`config.mk`:
```
export PLATFORM = sky130hd
export DESIGN_NAME = nk_game_manager
export DESIGN_NICKNAME = d
export VERILOG_FILES = /design/src/rtl/nk_game_pkg.sv /design/src/rtl/nk_win_scanner.sv /design/src/rtl/nk_game_manager.sv
export SDC_FILE = /design/constraint.sdc
export NUM_CORES = 1
export LEC_CHECK = 0
export CORE_ASPECT_RATIO = 1.5
export CORE_MARGIN = 5
export CORE_UTILIZATION = 24
export CTS_BUF_LIST = sky130_fd_sc_hd__clkbuf_16
export CTS_CLUSTER_SIZE = 20
export DETAILED_ROUTE_END_ITERATION = 10
export GPL_ROUTABILITY_DRIVEN = 0
export GPL_TIMING_DRIVEN = 0
export HOLD_SLACK_MARGIN = 0.05
export RECOVER_POWER = 100
export SYNTH_ARGS = -nofsm -noshare
export SYNTH_HDL_FRONTEND = slang
export SYNTH_SLANG_ARGS = --single-unit
```
`constraint.sdc`:
```
create_clock -name clk -period 13.3 [get_ports clk]
set_input_delay 1.33 -clock clk [delete_from_list [all_inputs] [get_ports clk]]
set_output_delay 1.33 -clock clk [all_outputs]
set_load 0.1 [all_outputs]
```
`src/rtl/nk_game_pkg.sv`:
```
// Shared types for the N x N, K-in-a-row game manager: game_state codes,
// win-scan FSM states and the scan direction table.
package nk_game_pkg;

  typedef enum logic [2:0] {
    ST_P1_TURN = 3'd0,
    ST_P2_TURN = 3'd1,
    ST_DRAW    = 3'd2,
    ST_P1_WIN  = 3'd3,
    ST_P2_WIN  = 3'd4
  } game_state_e;

  typedef enum logic [2:0] {
    IDLE,
    SCAN_POS,
    SCAN_NEG,
    NEXT_DIR,
    RESOLVE
  } scan_state_e;

  typedef struct packed {
    logic signed [1:0] dx;
    logic signed [1:0] dy;
  } dir_t;

  // Scan order: horizontal, vertical, diagonal, anti-diagonal.
  function automatic dir_t dir_lookup(input logic [1:0] idx);
    dir_t d;
    case (idx)
      2'd0:    begin d.dx = 2'sd1; d.dy = 2'sd0;  end
      2'd1:    begin d.dx = 2'sd0; d.dy = 2'sd1;  end
      2'd2:    begin d.dx = 2'sd1; d.dy = 2'sd1;  end
      default: begin d.dx = 2'sd1; d.dy = -2'sd1; end
    endcase
    return d;
  endfunction

endpackage

```
`src/rtl/nk_win_scanner.sv`:
```
// Sequential K-in-a-row detector: walks out from the origin cell one cell
// per clock along each of the four directions, both senses.
module nk_win_scanner
  import nk_game_pkg::*;
#(
  parameter int N = 3,
  parameter int K = 3,
  localparam int CW = $clog2(N),
  localparam int CELLS = N * N
) (
  input  logic             clk,
  input  logic             rst,
  input  logic             start,
  input  logic [CW-1:0]    origin_x,
  input  logic [CW-1:0]    origin_y,
  input  logic [CELLS-1:0] grid,
  output logic             done,
  output logic             win
);

  localparam int RW = $clog2(K + 1);
  localparam int IW = $clog2(CELLS);

  scan_state_e         state_q, state_d;
  logic [1:0]          dir_q, dir_d;
  logic [RW-1:0]       run_q, run_d;
  logic signed [CW:0]  cx_q, cx_d, cy_q, cy_d;
  logic [CW-1:0]       ox_q, ox_d, oy_q, oy_d;
  logic                win_q, win_d;

  dir_t                dir;
  logic signed [CW:0]  sdx, sdy, nx, ny;
  logic                inb, hit;
  logic [IW-1:0]       idx;

  always_ff @(posedge clk or posedge rst) begin
    if (rst) begin
      state_q <= IDLE;
      dir_q   <= '0;
      run_q   <= '0;
      cx_q    <= '0;
      cy_q    <= '0;
      ox_q    <= '0;
      oy_q    <= '0;
      win_q   <= 1'b0;
    end else begin
      state_q <= state_d;
      dir_q   <= dir_d;
      run_q   <= run_d;
      cx_q    <= cx_d;
      cy_q    <= cy_d;
      ox_q    <= ox_d;
      oy_q    <= oy_d;
      win_q   <= win_d;
    end
  end

  always_comb begin
    dir = dir_lookup(dir_q);
    sdx = {{(CW - 1){dir.dx[1]}}, dir.dx};
    sdy = {{(CW - 1){dir.dy[1]}}, dir.dy};
    if (state_q == SCAN_NEG) begin
      sdx = -sdx;
      sdy = -sdy;
    end
    nx = cx_q + sdx;
    ny = cy_q + sdy;
    // A step past N-1 may wrap into the sign bit when N is a power of two;
    // that still reads as out of bounds.
    inb = !nx[CW] && !ny[CW] &&
          (nx[CW-1:0] <= CW'(N - 1)) && (ny[CW-1:0] <= CW'(N - 1));
    idx = IW'(ny[CW-1:0]) * IW'(N) + IW'(nx[CW-1:0]);
    hit = inb && grid[idx];

    state_d = state_q;
    dir_d   = dir_q;
    run_d   = run_q;
    cx_d    = cx_q;
    cy_d    = cy_q;
    ox_d    = ox_q;
    oy_d    = oy_q;
    win_d   = win_q;
    done    = 1'b0;

    case (state_q)
      IDLE: begin
        if (start) begin
          state_d = SCAN_POS;
          dir_d   = '0;
          run_d   = RW'(1);
          ox_d    = origin_x;
          oy_d    = origin_y;
          cx_d    = {1'b0, origin_x};
          cy_d    = {1'b0, origin_y};
          win_d   = 1'b0;
        end
      end
      SCAN_POS, SCAN_NEG: begin
        if (hit && (run_q < RW'(K))) begin
          cx_d  = nx;
          cy_d  = ny;
          run_d = run_q + RW'(1);
          if (run_q + RW'(1) == RW'(K)) begin
            state_d = RESOLVE;
            win_d   = 1'b1;
          end
        end else if (state_q == SCAN_POS) begin
          state_d = SCAN_NEG;
          cx_d    = {1'b0, ox_q};
          cy_d    = {1'b0, oy_q};
        end else begin
          state_d = NEXT_DIR;
        end
      end
      NEXT_DIR: begin
        if (dir_q == 2'd3) begin
          state_d = RESOLVE;
        end else begin
          state_d = SCAN_POS;
          dir_d   = dir_q + 2'd1;
          run_d   = RW'(1);
          cx_d    = {1'b0, ox_q};
          cy_d    = {1'b0, oy_q};
        end
      end
      RESOLVE: begin
        done    = 1'b1;
        state_d = IDLE;
      end
      default: state_d = IDLE;
    endcase
  end

  assign win = win_q;

endmodule

```
`src/rtl/nk_game_manager.sv`:
```
// N x N, K-in-a-row game manager: cursor, occupancy grids, turn/result
// tracking and games-played counter; win detection delegated to the scanner.
module nk_game_manager
  import nk_game_pkg::*;
#(
  parameter int N         = 3,
  parameter int K         = 3,
  parameter int WRAP      = 0,
  parameter int ALT_START = 0,
  parameter int CNT_W     = 4,
  localparam int CW = $clog2(N),
  localparam int CELLS = N * N
) (
  input  logic             clk,
  input  logic             rst,
  input  logic             btn_place,
  input  logic             btn_up,
  input  logic             btn_down,
  input  logic             btn_left,
  input  logic             btn_right,
  output logic [CW-1:0]    cursor_x,
  output logic [CW-1:0]    cursor_y,
  output logic [CELLS-1:0] p1_grid,
  output logic [CELLS-1:0] p2_grid,
  output logic [2:0]       game_state,
  output logic [CNT_W-1:0] games_played,
  output logic             busy
);

  localparam int FW = $clog2(CELLS + 1);
  localparam int IW = $clog2(CELLS);
  localparam logic [CW-1:0] MAXC = CW'(N - 1);
  localparam logic [CW-1:0] MIDC = CW'(N / 2);

  game_state_e      gs_q;
  logic             starter_q;
  logic [FW-1:0]    filled_q;
  logic             start_q;

  logic [IW-1:0]    cidx;
  logic             occupied, playing, p2_moves;
  logic [CELLS-1:0] mover_grid;
  logic [CNT_W-1:0] games_inc;
  logic             scan_done, scan_win;

  always_comb begin
    cidx       = IW'(cursor_y) * IW'(N) + IW'(cursor_x);
    occupied   = p1_grid[cidx] | p2_grid[cidx];
    playing    = (gs_q == ST_P1_TURN) || (gs_q == ST_P2_TURN);
    p2_moves   = (gs_q == ST_P2_TURN);
    mover_grid = p2_moves ? p2_grid : p1_grid;
    games_inc  = (games_played == '1) ? games_played : games_played + CNT_W'(1);
  end

  always_ff @(posedge clk or posedge rst) begin
    if (rst) begin
      p1_grid      <= '0;
      p2_grid      <= '0;
      cursor_x     <= '0;
      cursor_y     <= '0;
      gs_q         <= ST_P1_TURN;
      games_played <= '0;
      busy         <= 1'b0;
      starter_q    <= 1'b0;
      filled_q     <= '0;
      start_q      <= 1'b0;
    end else begin
      start_q <= 1'b0;
      if (busy) begin
        // game_state still names the mover until the scan result lands.
        if (scan_done) begin
          busy <= 1'b0;
          if (scan_win) begin
            gs_q         <= p2_moves ? ST_P2_WIN : ST_P1_WIN;
            games_played <= games_inc;
          end else if (filled_q == FW'(CELLS)) begin
            gs_q         <= ST_DRAW;
            games_played <= games_inc;
          end else begin
            gs_q <= p2_moves ? ST_P1_TURN : ST_P2_TURN;
          end
        end
      end else if (playing) begin
        if (btn_place) begin
          if (!occupied) begin
            if (p2_moves) p2_grid[cidx] <= 1'b1;
            else          p1_grid[cidx] <= 1'b1;
            filled_q <= filled_q + FW'(1);
            busy     <= 1'b1;
            start_q  <= 1'b1;
          end
        end else if (btn_up) begin
          if (cursor_y != '0)  cursor_y <= cursor_y - CW'(1);
          else if (WRAP != 0)  cursor_y <= MAXC;
        end else if (btn_down) begin
          if (cursor_y != MAXC) cursor_y <= cursor_y + CW'(1);
          else if (WRAP != 0)   cursor_y <= '0;
        end else if (btn_left) begin
          if (cursor_x != '0)  cursor_x <= cursor_x - CW'(1);
          else if (WRAP != 0)  cursor_x <= MAXC;
        end else if (btn_right) begin
          if (cursor_x != MAXC) cursor_x <= cursor_x + CW'(1);
          else if (WRAP != 0)   cursor_x <= '0;
        end
      end else if (btn_place) begin
        p1_grid  <= '0;
        p2_grid  <= '0;
        filled_q <= '0;
        cursor_x <= MIDC;
        cursor_y <= MIDC;
        if (ALT_START != 0) begin
          starter_q <= ~starter_q;
          gs_q      <= starter_q ? ST_P1_TURN : ST_P2_TURN;
        end else begin
          gs_q <= ST_P1_TURN;
        end
      end
    end
  end

  assign game_state = gs_q;

  nk_win_scanner #(
    .N(N),
    .K(K)
  ) u_scanner (
    .clk      (clk),
    .rst      (rst),
    .start    (start_q),
    .origin_x (cursor_x),
    .origin_y (cursor_y),
    .grid     (mover_grid),
    .done     (scan_done),
    .win      (scan_win)
  );

endmodule

```
==> flow_metrics.py <==
metrics = {
    "final_layout": {
        "nets": 418,
        "final_cell_area_sq_um": 3950,
        "n_antenna_cell": 0,
        "syn_to_final_growth_pct": 20.91,
        "layout_common_cells": "dfrtp_1, nand2_1, inv_1, o21ai_0, dlygate4sd3_1",
        "layout-drive-gt1-share": 0.04404,
        "n_fill_cell": 1417,
        "mostFrequentLayoutCell": "dfrtp_1",
    },
    "hold_path": {
        "hp-class": "flip-flop to flip-flop",
        "min_to": "u_scanner.cy_q[0]",
        "holdPathStages": 1,
        "hp-start": "u_scanner.cy_q[0]",
    },
    "yosys": {
        "ys_ff_latch": 53,
        "synth-seq-area-share": 0.4060,
        "synth_edf_count": 0,
        "syn_nets": 374,
        "syn_area_per_cell_sq_um": 9.580,
        "synthCells": 341,
        "ys_types": 52,
        "async_flop_share": 1.000,
        "ys_warn_count": 0,
        "ys.flop_type": "dfrtp_1",
        "syn_area_sq_um": 3267,
    },
    "power_and_ir_drop": {
        "power_density_nw_per_um2": 83.56,
        "leakage_uw": 0.001748,
        "peakVddDrop_mv": 0.05698,
    },
    "clock_network": {
        "hold_buffers": 0,
        "cts_resized": 0,
        "cts_tree": "built",
        "postCtsSetupBuffers": 0,
        "cts_buffers": 5,
        "htree_num_levels": 2,
        "clk_pin_slew_worst_paths_ps": 70,
        "cts.sinks": 53,
        "clk_latency_ps": 290,
        "clock-root-buffer": "clkbuf_16",
        "cts_buffer_depth": 2,
    },
    "detailed_routing": {
        "via_per_inst": 4.912,
        "initialDrtViolationCount": 172,
        "ant_nets": 0,
        "wirelength_um": 8427,
        "wl_per_cell_um": 15.38,
        "vias": 2692,
        "route.detailed.drc": 0,
        "dr.pass1.iters": 4,
    },
    "grt": {
        "grt_max_degree": 36,
        "grt_pass1_wl_um": 14160,
        "grt_use_met2": 0.1973,
        "grt_use_total": 0.1062,
        "busiest_layer": "met2",
        "antenna_found_initial": 0,
        "first_global_vias": 2828,
        "use_met1": 0.1191,
        "grt-ovfl-total": 0,
        "use_met3": 0.01308,
    },
    "sta": {
        "slew_headroom": -0.3082,
        "fmaxAchievable_ghz": 0.1815,
        "worst_pin_slew_ps": 1962,
        "setup_slack_ps": 7789,
        "rsz0062_at_grt": "false",
        "final_max_slew_viol_count": 36,
        "setup_viol": 0,
        "fin_crit_sh": 0.4143,
        "fin_skew_ps": 2.376,
        "fin_crit_ps": 5511,
        "fin_setup_tns_ps": 0,
        "hold_violations": 0,
    },
    "floorplanning": {
        "die_w_um": 105.3,
        "core_area_sq_um": 13400,
        "die-area_sq_um": 16090,
        "rows": 52,
        "chipHeight_um": 152.9,
        "io_pins": 37,
        "start_util": 0.2437,
    },
    "place": {
        "dpl_cell_area_sq_um": 3850,
        "hpwl_um": 6482,
        "io_buffers": 36,
        "place_ws_ps": 8388,
    },
    "setup_path": {
        "arrival_ps": 5690,
        "cp-start-kind": "flip-flop",
        "path_class": "flip-flop to flip-flop",
        "worstPathMaxFanout": 10,
        "path_cells": "clkbuf_1, nor3b_1, mux2i_1, fa_1, inv_1, ha_1, ha_1, ha_1, inv_1, fa_1, mux2i_1, o2111ai_1, a41oi_4, or3_1, a32o_1",
        "timing.rr.start": "u_scanner.state_q[1]",
        "reg2reg_to": "u_scanner.cx_q[0]",
        "path_buf_inv": 3,
        "r2r_cells": 15,
        "crit_required_ps": 13480,
        "path_delay_family": "adder cells",
        "slowest_stage": "o2111ai_1",
        "critPathCaptureType": "flip-flop",
        "slowest_delay_ps": 830,
        "rrSetupSlack_ps": 7790,
        "worstSetupStartpoint": "u_scanner.state_q[1]",
        "path_common_cell": "ha_1",
    },
    "status": {
        "status": "finished with violations",
        "violations": "max-capacitance violations, max-slew violations",
    },
    "job": {
        "drv_cap": 1,
    },
}
==> power breakdown <==
group | total (uW) | switching, uW | internal [uW]
clock | 127 | 58.8 | 68.6
combinational | 38.2 | 25.5 | 12.7
sequential | 164 | 2.60 | 162
total | 330 | 86.9 | 243
==> how the worst max path moves through the flow <==
stage	endpoint	cells past startpoint	slack (ps)
4_1_cts	u_scanner.cx_q[0]	15	8370
6_report	u_scanner.cx_q[0]	15	7790
2_1_floorplan	u_scanner.cx_q[0]	15	8970
3_3_place_gp	u_scanner.cx_q[0]	15	8470
5_1_grt	u_scanner.cy_q[1]	15	7460
3_5_place_dp	u_scanner.cx_q[0]	15	8390
==> flip-flops by register name, summed over array words and instances, names as in the netlist, 3 cells and up <==
name and flops:
u_scanner.cx_q 3, u_scanner.cy_q 3, filled_q 4, p2_grid 9, game_state 3, games_played 4
u_scanner.state_q 3, p1_grid 9
==> layout make-up <==
type                            instances  area (sq um)  share of cell area
Tap cell                              162         202.7             0.05131
Buffer                                 10         38.79            0.009819
Sequential cell                        53          1326              0.3358
Timing Repair Buffer                   37         364.1             0.09218
Clock inverter                          3         15.01            0.003801
Multi-Input combinational cell        244          1750              0.4431
Inverter                               34         127.6             0.03231
Clock buffer                            5         125.1             0.03168
==> per-layer routing <==
layer	wire [um]	part of all wire
met5	0	0
met4	267	0.032
met3	175	0.021
met2	4639	0.55
met1	3344	0.40
==> cell families (layout without fill, tap and decap cells) <==
logic type | Yosys count | in the layout | synth area share
XOR/XNOR | 13 | 13 | 0.03485
buffers and inverters | 44 | 89 | 0.05132
multiplexers | 9 | 9 | 0.04864
adder cells (fa/ha/maj) | 26 | 26 | 0.1111
flip-flops | 53 | 53 | 0.4060
AO/OA/AOI/OAI | 78 | 78 | 0.1655
AND/OR/NAND/NOR | 118 | 118 | 0.1827
==> synthesized netlist by cell type, types with 3 or more instances <==
library cell | count | area (sq um)
nand2_1 | 41 | 153.9
nand4_1 | 5 | 31.28
xor2_1 | 3 | 26.28
a21oi_1 | 15 | 75.07
xnor2_1 | 10 | 87.58
a32o_1 | 5 | 50.05
mux2_2 | 3 | 33.78
inv_1 | 33 | 123.9
mux4_1 | 4 | 105.1
nor3_1 | 11 | 55.05
nor2_1 | 26 | 97.59
nand3_1 | 9 | 45.04
clkbuf_1 | 8 | 30.03
dfrtp_1 | 53 | 1326
a211o_1 | 3 | 26.28
ha_1 | 21 | 262.8
fa_1 | 5 | 100.1
o21ai_0 | 32 | 160.2
a41oi_1 | 4 | 35.03
nand3b_1 | 4 | 30.03
==> through the flow <==
stage | hold slack (ps) | util | instances | power [uW]
floorplan | 465.8 | - | 341 | 194.1
global placement | 484.3 | 0.2858 | 539 | 205.8
detailed placement | 489.9 | 0.2872 | 540 | 206.9
CTS | 504.7 | 0.2977 | 548 | 335.4
global route | 521.7 | 0.2947 | 548 | 345.7
finish | 500.3 | 0.2947 | 548 | 330.1
Power figures use the tool's default switching activity.
